$ cat config.mk
export PLATFORM = sky130hd
export DESIGN_NAME = lutram_fifo32_flat
export DESIGN_NICKNAME = d
export VERILOG_FILES = /design/src/rtl/lutram_fifo32_if.sv /design/src/rtl/lutram_fifo32.sv /design/src/flat_wrapper.sv
export SDC_FILE = /design/constraint.sdc
export NUM_CORES = 1
export LEC_CHECK = 0
export ABC_AREA = 1
export BUFFER_PORTS_ARGS = -buffer_cell sky130_fd_sc_hd__buf_2
export CAP_MARGIN = 20
export CORE_MARGIN = 1
export CORE_UTILIZATION = 55
export CTS_BUF_LIST = sky130_fd_sc_hd__clkbuf_8
export DETAILED_ROUTE_END_ITERATION = 12
export PLACE_DENSITY = 0.72
export SKIP_LAST_GASP = 1
export SYNTH_ARGS = -nofsm -noshare
export SYNTH_HDL_FRONTEND = slang
export SYNTH_SLANG_ARGS = --single-unit
$ cat constraint.sdc
create_clock -name CLK -period 3.2 [get_ports CLK]
set_clock_uncertainty 0.1 [all_clocks]
set_input_delay 0.64 -clock CLK [delete_from_list [all_inputs] [get_ports CLK]]
set_output_delay 0.64 -clock CLK [all_outputs]
set_load 0.05 [all_outputs]
$ cat src/rtl/lutram_fifo32_if.sv
// lutram_fifo32_if: producer/consumer bus of lutram_fifo32
// Signals: WR_EN/WR_DATA push, FULL/ALMOST_FULL/OVF status,
//          RD_VALID/RD_READY/RD_DATA head handshake, LEVEL total occupancy.
// master = the side that pushes and pops, slave = the FIFO.
interface lutram_fifo32_if #(
  parameter int WIDTH = 8
);
  logic             WR_EN;
  logic [WIDTH-1:0] WR_DATA;
  logic             FULL;
  logic             ALMOST_FULL;
  logic             OVF;
  logic             RD_VALID;
  logic             RD_READY;
  logic [WIDTH-1:0] RD_DATA;
  logic [5:0]       LEVEL;
  modport master (
    output WR_EN, WR_DATA, RD_READY,
    input  FULL, ALMOST_FULL, OVF, RD_VALID, RD_DATA, LEVEL
  );
  modport slave (
    input  WR_EN, WR_DATA, RD_READY,
    output FULL, ALMOST_FULL, OVF, RD_VALID, RD_DATA, LEVEL
  );
endinterface

$ cat src/rtl/lutram_fifo32.sv
// lutram_fifo32: 32-deep LUTRAM FIFO with a registered first-word-fall-through output stage
// Ports: CLK clock; RST_N asynchronous active-low reset;
//        bus (slave) carries push (WR_EN, WR_DATA), status (FULL, ALMOST_FULL, OVF, LEVEL)
//        and the valid/ready head of queue (RD_VALID, RD_READY, RD_DATA).
module lutram_fifo32 #(
  parameter int WIDTH    = 8,
  parameter int AF_LEVEL = 28
) (
  input logic            CLK,
  input logic            RST_N,
  lutram_fifo32_if.slave bus
);
  logic [4:0]       wptr;
  logic [4:0]       rptr;
  logic [5:0]       cnt;
  logic [WIDTH-1:0] ram_q;
  logic [WIDTH-1:0] rd_data;
  logic             rd_valid;
  logic             ovf;
  logic             full;
  logic             push;
  logic             load;
  assign full = cnt == 6'd32;
  assign push = bus.WR_EN && !full;
  // the output register refills whenever it is empty or being consumed
  assign load = cnt != 6'd0 && (!rd_valid || bus.RD_READY);
  // WIDTH parallel 32x1 dual-port slices: write port at wptr, async read port at rptr
  for (genvar b = 0; b < WIDTH; b++) begin : g_slice
    logic [31:0] slice;
    always_ff @(posedge CLK)
      if (push) slice[wptr] <= bus.WR_DATA[b];
    assign ram_q[b] = slice[rptr];
  end
  always_ff @(posedge CLK or negedge RST_N)
    if (!RST_N) begin
      wptr     <= '0;
      rptr     <= '0;
      cnt      <= '0;
      rd_valid <= 1'b0;
      rd_data  <= '0;
      ovf      <= 1'b0;
    end else begin
      wptr     <= push ? wptr + 5'd1 : wptr;
      rptr     <= load ? rptr + 5'd1 : rptr;
      cnt      <= cnt + 6'(push) - 6'(load);
      rd_valid <= load || (rd_valid && !bus.RD_READY);
      rd_data  <= load ? ram_q : rd_data;
      ovf      <= bus.WR_EN && full;
    end
  assign bus.FULL        = full;
  assign bus.ALMOST_FULL = cnt >= 6'(AF_LEVEL);
  assign bus.OVF         = ovf;
  assign bus.RD_VALID    = rd_valid;
  assign bus.RD_DATA     = rd_data;
  assign bus.LEVEL       = cnt + 6'(rd_valid);
endmodule

$ cat src/flat_wrapper.sv
// flat-port wrapper written by rule: the top's interface ports become plain ports
module lutram_fifo32_flat 
#(
  parameter int WIDTH    = 8,
  parameter int AF_LEVEL = 28
)
  (CLK, RST_N, bus_WR_EN, bus_WR_DATA, bus_RD_READY, bus_FULL, bus_ALMOST_FULL, bus_OVF, bus_RD_VALID, bus_RD_DATA, bus_LEVEL);
  lutram_fifo32_if #(.WIDTH(WIDTH)) bus_i ();
  input logic CLK;
  input logic RST_N;
  input wire logic [$bits(bus_i.WR_EN)-1:0] bus_WR_EN;
  input wire logic [$bits(bus_i.WR_DATA)-1:0] bus_WR_DATA;
  input wire logic [$bits(bus_i.RD_READY)-1:0] bus_RD_READY;
  output wire logic [$bits(bus_i.FULL)-1:0] bus_FULL;
  output wire logic [$bits(bus_i.ALMOST_FULL)-1:0] bus_ALMOST_FULL;
  output wire logic [$bits(bus_i.OVF)-1:0] bus_OVF;
  output wire logic [$bits(bus_i.RD_VALID)-1:0] bus_RD_VALID;
  output wire logic [$bits(bus_i.RD_DATA)-1:0] bus_RD_DATA;
  output wire logic [$bits(bus_i.LEVEL)-1:0] bus_LEVEL;
  assign bus_i.WR_EN = bus_WR_EN;
  assign bus_i.WR_DATA = bus_WR_DATA;
  assign bus_i.RD_READY = bus_RD_READY;
  assign bus_FULL = bus_i.FULL;
  assign bus_ALMOST_FULL = bus_i.ALMOST_FULL;
  assign bus_OVF = bus_i.OVF;
  assign bus_RD_VALID = bus_i.RD_VALID;
  assign bus_RD_DATA = bus_i.RD_DATA;
  assign bus_LEVEL = bus_i.LEVEL;
  lutram_fifo32 #(.WIDTH(WIDTH), .AF_LEVEL(AF_LEVEL)) u_core (.CLK(CLK), .RST_N(RST_N), .bus(bus_i));
endmodule
==> summary.md, run 1 <==
| Metric | Value |
|---|---|
| Clk Latency, worst-skew pair | `0.55 ns` |
| Largest net degree at the start of global routing | `131` |
| Total grt overflow | `0` |
| Switching Fraction | `0.403` |
| CP Launch Type | `flop` |
| Vias per std cell | `5.73` |
| Port Buffers | `29` |
| Core area | `21,000 sq um` |
| CTS sink count | `282` |
| Crit path DAT | `2.89 ns` |
| Io pins | `30` |
| First-pass GRT wire length | `43.2 mm` |
| Crit Path Max Fanout | `8` |
| Clock buffer depth | `3` |
| Sequential share of the synthesized area | `0.708` |
| CTS tree | `yes` |
| R2r startpoint | `u_core.cnt[2]` |
| Layout Cells excl Fill | `1,385` |
| Starting DRT DRC Count | `1,026` |
| Critical path required time | `3.27 ns` |
| Flop-to-flop setup slack | `0.37 ns` |
| Nets | `1,108` |
| Max-slew violations | `0` |
| YS warnings | `0` |
| WHS Path Cells | `3` |
| Sequential share of power | `0.379` |
| TritonCTS Buffers | `45` |
| Die height | `148 um` |
| Reg2Reg Depth | `7` |
| Launch point of the worst hold path | `bus_WR_EN` |
| Slew of the pin with the lowest slew margin | `0.887 ns` |
| CTS resizes | `0` |
| Power Total | `12.2 mW` |
| Vias in the first global route | `7,673` |
| Crit path buf inv count | `2` |
| Placer Congestion | `0.880` |
| CP Class | `flop to flop` |
| Layout area overhead | `11.1%` |
| Diode count | `0` |
| Hold EP | `u_core.bus.OVF` |
| Final setup fails | `0` |
| Via count | `7,937` |
| Mapped Area | `11,800 sq um` |
| Clock group share of total power | `0.246` |
| CP most frequent cell | `nand2_1` |
| Count of different cell masters after synthesis | `24` |
| CP Cell Sequence | `inv_1, ha_1, nand4_1, nand2_1, clkinv_1, nand2_1, nor2_1` |
| GRT Overall Usage | `0.264` |
| Clock transition at the registers of the reported paths | `0.06 ns` |
| Fin. Hold Viols | `0` |
| Max incr delay on CP | `0.72 ns` |
| Starting Density | `0.560` |
| Top delay family on crit path | `simple AND/OR/NAND/NOR gates` |
| WHS | `0.245 ns` |
| Net Switching | `4.90 mW` |
| Antenna violations before repair | `0` |
| Placed cells | `1,302` |
| Mapped Nets | `1,064` |
| Max Clock Freq | `353 MHz` |
| Routed WL per cell | `20.2 um` |
| CTS H-tree depth | `2` |
| FF+latch count, synth | `282` |
| Worst r2r dst | `u_core.g_slice[4].slice[29]` |
| Final WL | `28.0 mm` |
| Std cell rows | `53` |
| Die Area | `22,000 sq um` |
| Drc violations | `0` |
| Combinational fraction of design power | `0.375` |
| Status | `finished, final reports clean` |
| Setup_tns | `0 ns` |
| Final critical-path share of the clock period | `0.884` |
| Synth Instances | `1,031` |
| Static Leakage | `5.06 nW` |
| ANT nets after route | `0` |
| Die Wd | `148 um` |
| P_int | `7.27 mW` |
| Drt pass-1 iters | `6` |
| Minimum clock period | `2.83 ns` |
| Layout cells sized above 1 | `0.102` |
| VDD IR-drop max | `0.000586 V` |
| Root Buffer | `clkbuf_8` |
| PwrDens | `930 nW/um^2` |
| HP Class | `primary input to flop` |
| Mean Syn Cell Area | `11.4 sq um` |
| Worst slew margin | `0.408` |
| Max Cap Viol | `0` |
| DP HPWL | `16.5 mm` |
| Slowest CP cell | `nor2_1` |
| RSZ-0062 raised after global routing | `false` |
| Crit end category | `flop` |
per-stage QoR:
stage	utilization	setup WS, ns	instance area [sq um]
after global routing	0.622	0.222	13100
after floorplan	-	0.557	11800
final	0.622	0.370	13100
after global placement	0.580	0.511	12200
after CTS	0.622	0.384	13100
after detailed placement	0.580	0.405	12200
state kept, by name, indices dropped and copies added, names as in the netlist:
name and flops:
u_core.bus.OVF 1, u_core.bus.RD_DATA 8, u_core.bus.RD_VALID 1, u_core.cnt 6, u_core.g_slice.slice 256, u_core.rptr 5, u_core.wptr 5
what timing repair did:
action / CTS / global route
endpoints found under the hold margin: 5 / 0
hold buffers: 1 / 0
setup buffers: 0 / 0
cell type report:
type	instances	area [sq um]
fill	1598	7940
clock inverter	35	231
clock buffer	47	647
timing repair buffer	50	330
tap	275	344
multi-input combinational	666	3070
sequential	282	8340
inverter	30	115
Yosys cell counts:
| cell type | count | area [sq um] |
|---|---|---|
| o21ai_0 | 2 | 10.0 |
| a21oi_1 | 7 | 35.0 |
| edfxtp_1 | 256 | 7690 |
| ha_1 | 20 | 250 |
| dfrtp_1 | 26 | 651 |
| o21a_1 | 1 | 7.51 |
| nand2_2 | 1 | 6.26 |
| buf_4 | 4 | 30.0 |
| nand3_1 | 217 | 1090 |
| o22ai_1 | 1 | 6.26 |
| fa_1 | 1 | 20.0 |
| buf_1 | 8 | 30.0 |
| inv_1 | 25 | 93.8 |
| inv_2 | 2 | 7.51 |
| a21o_1 | 1 | 7.51 |
| xor2_1 | 13 | 114 |
| xnor2_1 | 2 | 17.5 |
| nand4_1 | 3 | 18.8 |
| clkbuf_1 | 9 | 33.8 |
| nand2_1 | 360 | 1350 |
| clkinv_1 | 3 | 11.3 |
| nor3_1 | 4 | 20.0 |
| buf_2 | 32 | 160 |
| nor2_1 | 33 | 124 |
tightest hold or removal path, stage by stage:
cell and delay (ns):
buf_2 0.11, inv_1 0.05, nor2_1 0.04
routing by layer:
layer	GRT usage	up-vias	routed length, um	part of all wire
met1	0.370	3794	11400	0.41
li1	-	3657	-	-
met5	0	-	0	0
met4	0.0928	0	645	0.023
met3	0.0463	53	2670	0.095
met2	0.420	433	13300	0.47
worst max path at each step:
stage | slack [ns] | start | cells after the start | endpoint
6_report | 0.37 | u_core.cnt[2] | 7 | u_core.g_slice[4].slice[29]
5_1_grt | 0.22 | u_core.cnt[2] | 7 | u_core.g_slice[4].slice[29]
4_1_cts | 0.38 | u_core.cnt[2] | 7 | u_core.g_slice[4].slice[29]
3_5_place_dp | 0.40 | u_core.cnt[2] | 7 | u_core.g_slice[1].slice[30]
3_3_place_gp | 0.51 | u_core.cnt[2] | 7 | u_core.g_slice[5].slice[30]
2_1_floorplan | 0.56 | u_core.bus.RD_VALID | 4 | bus_LEVEL[4]
cells in the final DEF (no fill, tap or decap), types with 16 or more instances in the layout:
cell type and instances:
nand3_1 217, inv_1 35, dfrtp_1 24, nand2_1 360
ha_1 20, clkinv_1 16, nor2_1 33, edfxtp_1 256
buf_2 29, buf_4 18, clkbuf_8 47
power groups by stage:
stage               clock network [mW]  logic [mW]  registers, mW
floorplan                            0        3.13           4.78
global placement                     0        4.47           4.66
detailed placement                   0        4.52           4.67
CTS                               3.04        4.54           4.60
global route                      3.20        5.03           4.63
finish                            3.00        4.57           4.61
cell families (layout without fill, tap and decap cells):
logic type / Yosys count / count (layout) / synth area share
AND/OR/NAND/NOR: 618 / 618 / 0.221
AO/OA/AOI/OAI: 12 / 12 / 0.00563
XOR/XNOR: 15 / 15 / 0.0112
flip-flops: 282 / 282 / 0.708
buffers and inverters: 83 / 162 / 0.0311
adder cells (fa/ha/maj): 21 / 21 / 0.0229
Power figures use the tool's default switching activity.
==> run 2, diff against run 1 <==
--- a/config.mk
+++ b/config.mk
@@ -12,7 +12,7 @@
 export CORE_UTILIZATION = 55
 export CTS_BUF_LIST = sky130_fd_sc_hd__clkbuf_8
 export DETAILED_ROUTE_END_ITERATION = 12
-export PLACE_DENSITY = 0.72
+export PLACE_DENSITY = 0.71
 export SKIP_LAST_GASP = 1
 export SYNTH_ARGS = -nofsm -noshare
 export SYNTH_HDL_FRONTEND = slang
==> summary.md, run 2 (synthesis results as in run 1) <==
| Metric | Value |
|---|---|
| Diode count | `0 (unchanged)` |
| Multi-input gate area | `3070 sq um (unchanged)` |
| CP Class | `flop to flop (unchanged)` |
| Worst slew margin | `0.432 (was 0.408)` |
| Reg2Reg Depth | `8 (was 7)` |
| Switching Fraction | `0.403 (about the same)` |
| Layout cells sized above 1 | `0.0974 (was 0.102)` |
| Max Clock Freq | `356 MHz (was 353 MHz)` |
| Vias per std cell | `5.64 (was 5.73)` |
| Final setup fails | `0 (unchanged)` |
| Max incr delay on CP | `0.47 ns (was 0.72 ns)` |
| Minimum clock period | `2.81 ns (was 2.83 ns)` |
| Port Buffers | `29 (unchanged)` |
| VDD IR-drop max | `0.000610 V (was 0.000586 V)` |
| Antenna violations before repair | `0 (unchanged)` |
| Crit Path Max Fanout | `8 (unchanged)` |
| Slew of the pin with the lowest slew margin | `0.852 ns (was 0.887 ns)` |
| Crit end category | `flop (unchanged)` |
| Max Cap Viol | `0 (unchanged)` |
| Root Buffer | `clkbuf_8 (unchanged)` |
| Nets | `1,106 (was 1,108)` |
| Std cell rows | `53 (unchanged)` |
| Placer Congestion | `0.882 (was 0.880)` |
| Net Switching | `4.84 mW (was 4.90 mW)` |
| Drc violations | `0 (unchanged)` |
| Vias in the first global route | `7,356 (was 7,673)` |
| Via count | `7,807 (was 7,937)` |
| CP Cell Sequence | `inv_1, ha_1, nand4_1, nand2_1, clkinv_1, nand2_1, buf_4, nor2_1 (was inv_1, ha_1, nand4_1, nand2_1, clkinv_1, nand2_1, nor2_1)` |
| RSZ-0062 raised after global routing | `false (unchanged)` |
| Drt pass-1 iters | `6 (unchanged)` |
| PwrDens | `920 nW/um^2 (was 930 nW/um^2)` |
| Clock group share of total power | `0.234 (was 0.246)` |
| Final WL | `27.2 mm (was 28.0 mm)` |
| Clk Latency, worst-skew pair | `0.56 ns (was 0.55 ns)` |
| Setup_tns | `0 ns (unchanged)` |
| GRT Overall Usage | `0.255 (was 0.264)` |
| P_int | `7.17 mW (was 7.27 mW)` |
| Max reg flops | `256 (unchanged)` |
| Combinational fraction of design power | `0.381 (was 0.375)` |
| CTS sink count | `282 (unchanged)` |
| CTS resizes | `0 (unchanged)` |
| Top delay family on crit path | `simple AND/OR/NAND/NOR gates (unchanged)` |
| Total grt overflow | `0 (unchanged)` |
| DP HPWL | `16.4 mm (was 16.5 mm)` |
| Sequential share of power | `0.385 (was 0.379)` |
| CP Launch Type | `flop (unchanged)` |
| CTS H-tree depth | `2 (unchanged)` |
| Critical path required time | `3.28 ns (was 3.27 ns)` |
| Io pins | `30 (unchanged)` |
| Die Area | `22,000 sq um (unchanged)` |
| Slowest CP cell | `nor2_1 (unchanged)` |
| Filler cell count in the final layout | `1,656 (was 1,598)` |
| HP Class | `primary input to flop (unchanged)` |
| Final critical-path share of the clock period | `0.878 (was 0.884)` |
| Most frequent cells in the layout | `nand2_1, edfxtp_1, nand3_1 (unchanged)` |
| Crit path DAT | `2.89 ns (about the same)` |
| Clock transition at the registers of the reported paths | `0.06 ns (about the same)` |
| Die Wd | `148 um (unchanged)` |
| ANT nets after route | `0 (unchanged)` |
| CP Depth | `8 (was 7)` |
| Power Total | `12.0 mW (was 12.2 mW)` |
| Starting Density | `0.560 (unchanged)` |
| Max-slew violations | `0 (unchanged)` |
| Largest net degree at the start of global routing | `131 (unchanged)` |
| Sequential Area | `8340 sq um (unchanged)` |
| Most flops, register | `u_core.g_slice.slice (unchanged)` |
| Layout area overhead | `10.8% (was 11.1%)` |
| Static Leakage | `5.07 nW (was 5.06 nW)` |
| CTS tree | `yes (unchanged)` |
| Flop-to-flop setup slack | `0.39 ns (was 0.37 ns)` |
| Commonest non-fill, non-tap cell in the layout | `nand2_1 (unchanged)` |
| Routed WL per cell | `19.7 um (was 20.2 um)` |
| Clock buffer depth | `3 (unchanged)` |
| First-pass GRT wire length | `41.2 mm (was 43.2 mm)` |
| Core area | `21,000 sq um (unchanged)` |
| Crit path buf inv count | `3 (was 2)` |
| Fin. Hold Viols | `0 (unchanged)` |
| Die height | `148 um (unchanged)` |
| Status | `finished, final reports clean (unchanged)` |
| Starting DRT DRC Count | `825 (was 1,026)` |
| CP most frequent cell | `nand2_1 (unchanged)` |
| TritonCTS Buffers | `45 (unchanged)` |
| WHS Path Cells | `3 (unchanged)` |
[run 2: routing by layer]
metal | track usage | share of wire
met5 | 0 | 0
met4 | 0.104 | 0.028
met3 | 0.0420 | 0.080
met2 | 0.397 | 0.47
met1 | 0.362 | 0.43
[run 2: power by group through the flow]
| stage | clock, mW | sequential (mW) | combinational [mW] |
|---|---|---|---|
| 6_report | 2.81 | 4.63 | 4.58 |
| 5_1_grt | 3.00 | 4.65 | 5.05 |
| 4_1_cts | 2.85 | 4.62 | 4.55 |
| 3_5_place_dp | 0 | 4.69 | 4.54 |
| 3_3_place_gp | 0 | 4.68 | 4.50 |
| 2_1_floorplan | 0 | 4.78 | 3.13 |
[run 2: timing repair]
action	in CTS	in global routing
endpoints found under the hold margin	23	0
hold buffers	1	0
setup buffers	0	0
[run 2: layout make-up]
class / instances / area share
Clock buffer: 49 / 0.0517
Clock inverter: 34 / 0.0126
Inverter: 30 / 0.00882
Multi-Input combinational cell: 666 / 0.235
Sequential cell: 282 / 0.639
Tap cell: 275 / 0.0264
Timing Repair Buffer: 48 / 0.0261
[run 2: path summary, 6_finish.rpt]
check                                         endpoint                   from
setup / recovery           u_core.g_slice[0].slice[18]          u_core.cnt[2]
hold / removal                          u_core.bus.OVF              bus_WR_EN
setup reg to reg           u_core.g_slice[0].slice[18]          u_core.cnt[2]
hold reg to reg                  u_core.bus.RD_DATA[4]  u_core.bus.RD_DATA[4]
max in group asynchronous               u_core.rptr[0]                  RST_N
min in group asynchronous                u_core.cnt[3]                  RST_N
[run 2: stage by stage]
stage,hold WS [ns],cell area [sq um],utilization,cells,setup slack [ns]
after floorplan,0.244,11800,-,1031,0.557
after global placement,0.365,12200,0.581,1300,0.502
after detailed placement,0.365,12200,0.581,1300,0.443
after CTS,0.185,13100,0.621,1384,0.400
after global routing,0.207,13100,0.621,1384,0.174
final,0.207,13100,0.621,1384,0.391
[run 2: worst register-to-register path: stages, from the launching register on]
cell and delay (ns):
dfrtp_1 0.44, inv_1 0.09, ha_1 0.23, nand4_1 0.16, nand2_1 0.16, clkinv_1 0.19
nand2_1 0.31, buf_4 0.27, nor2_1 0.47
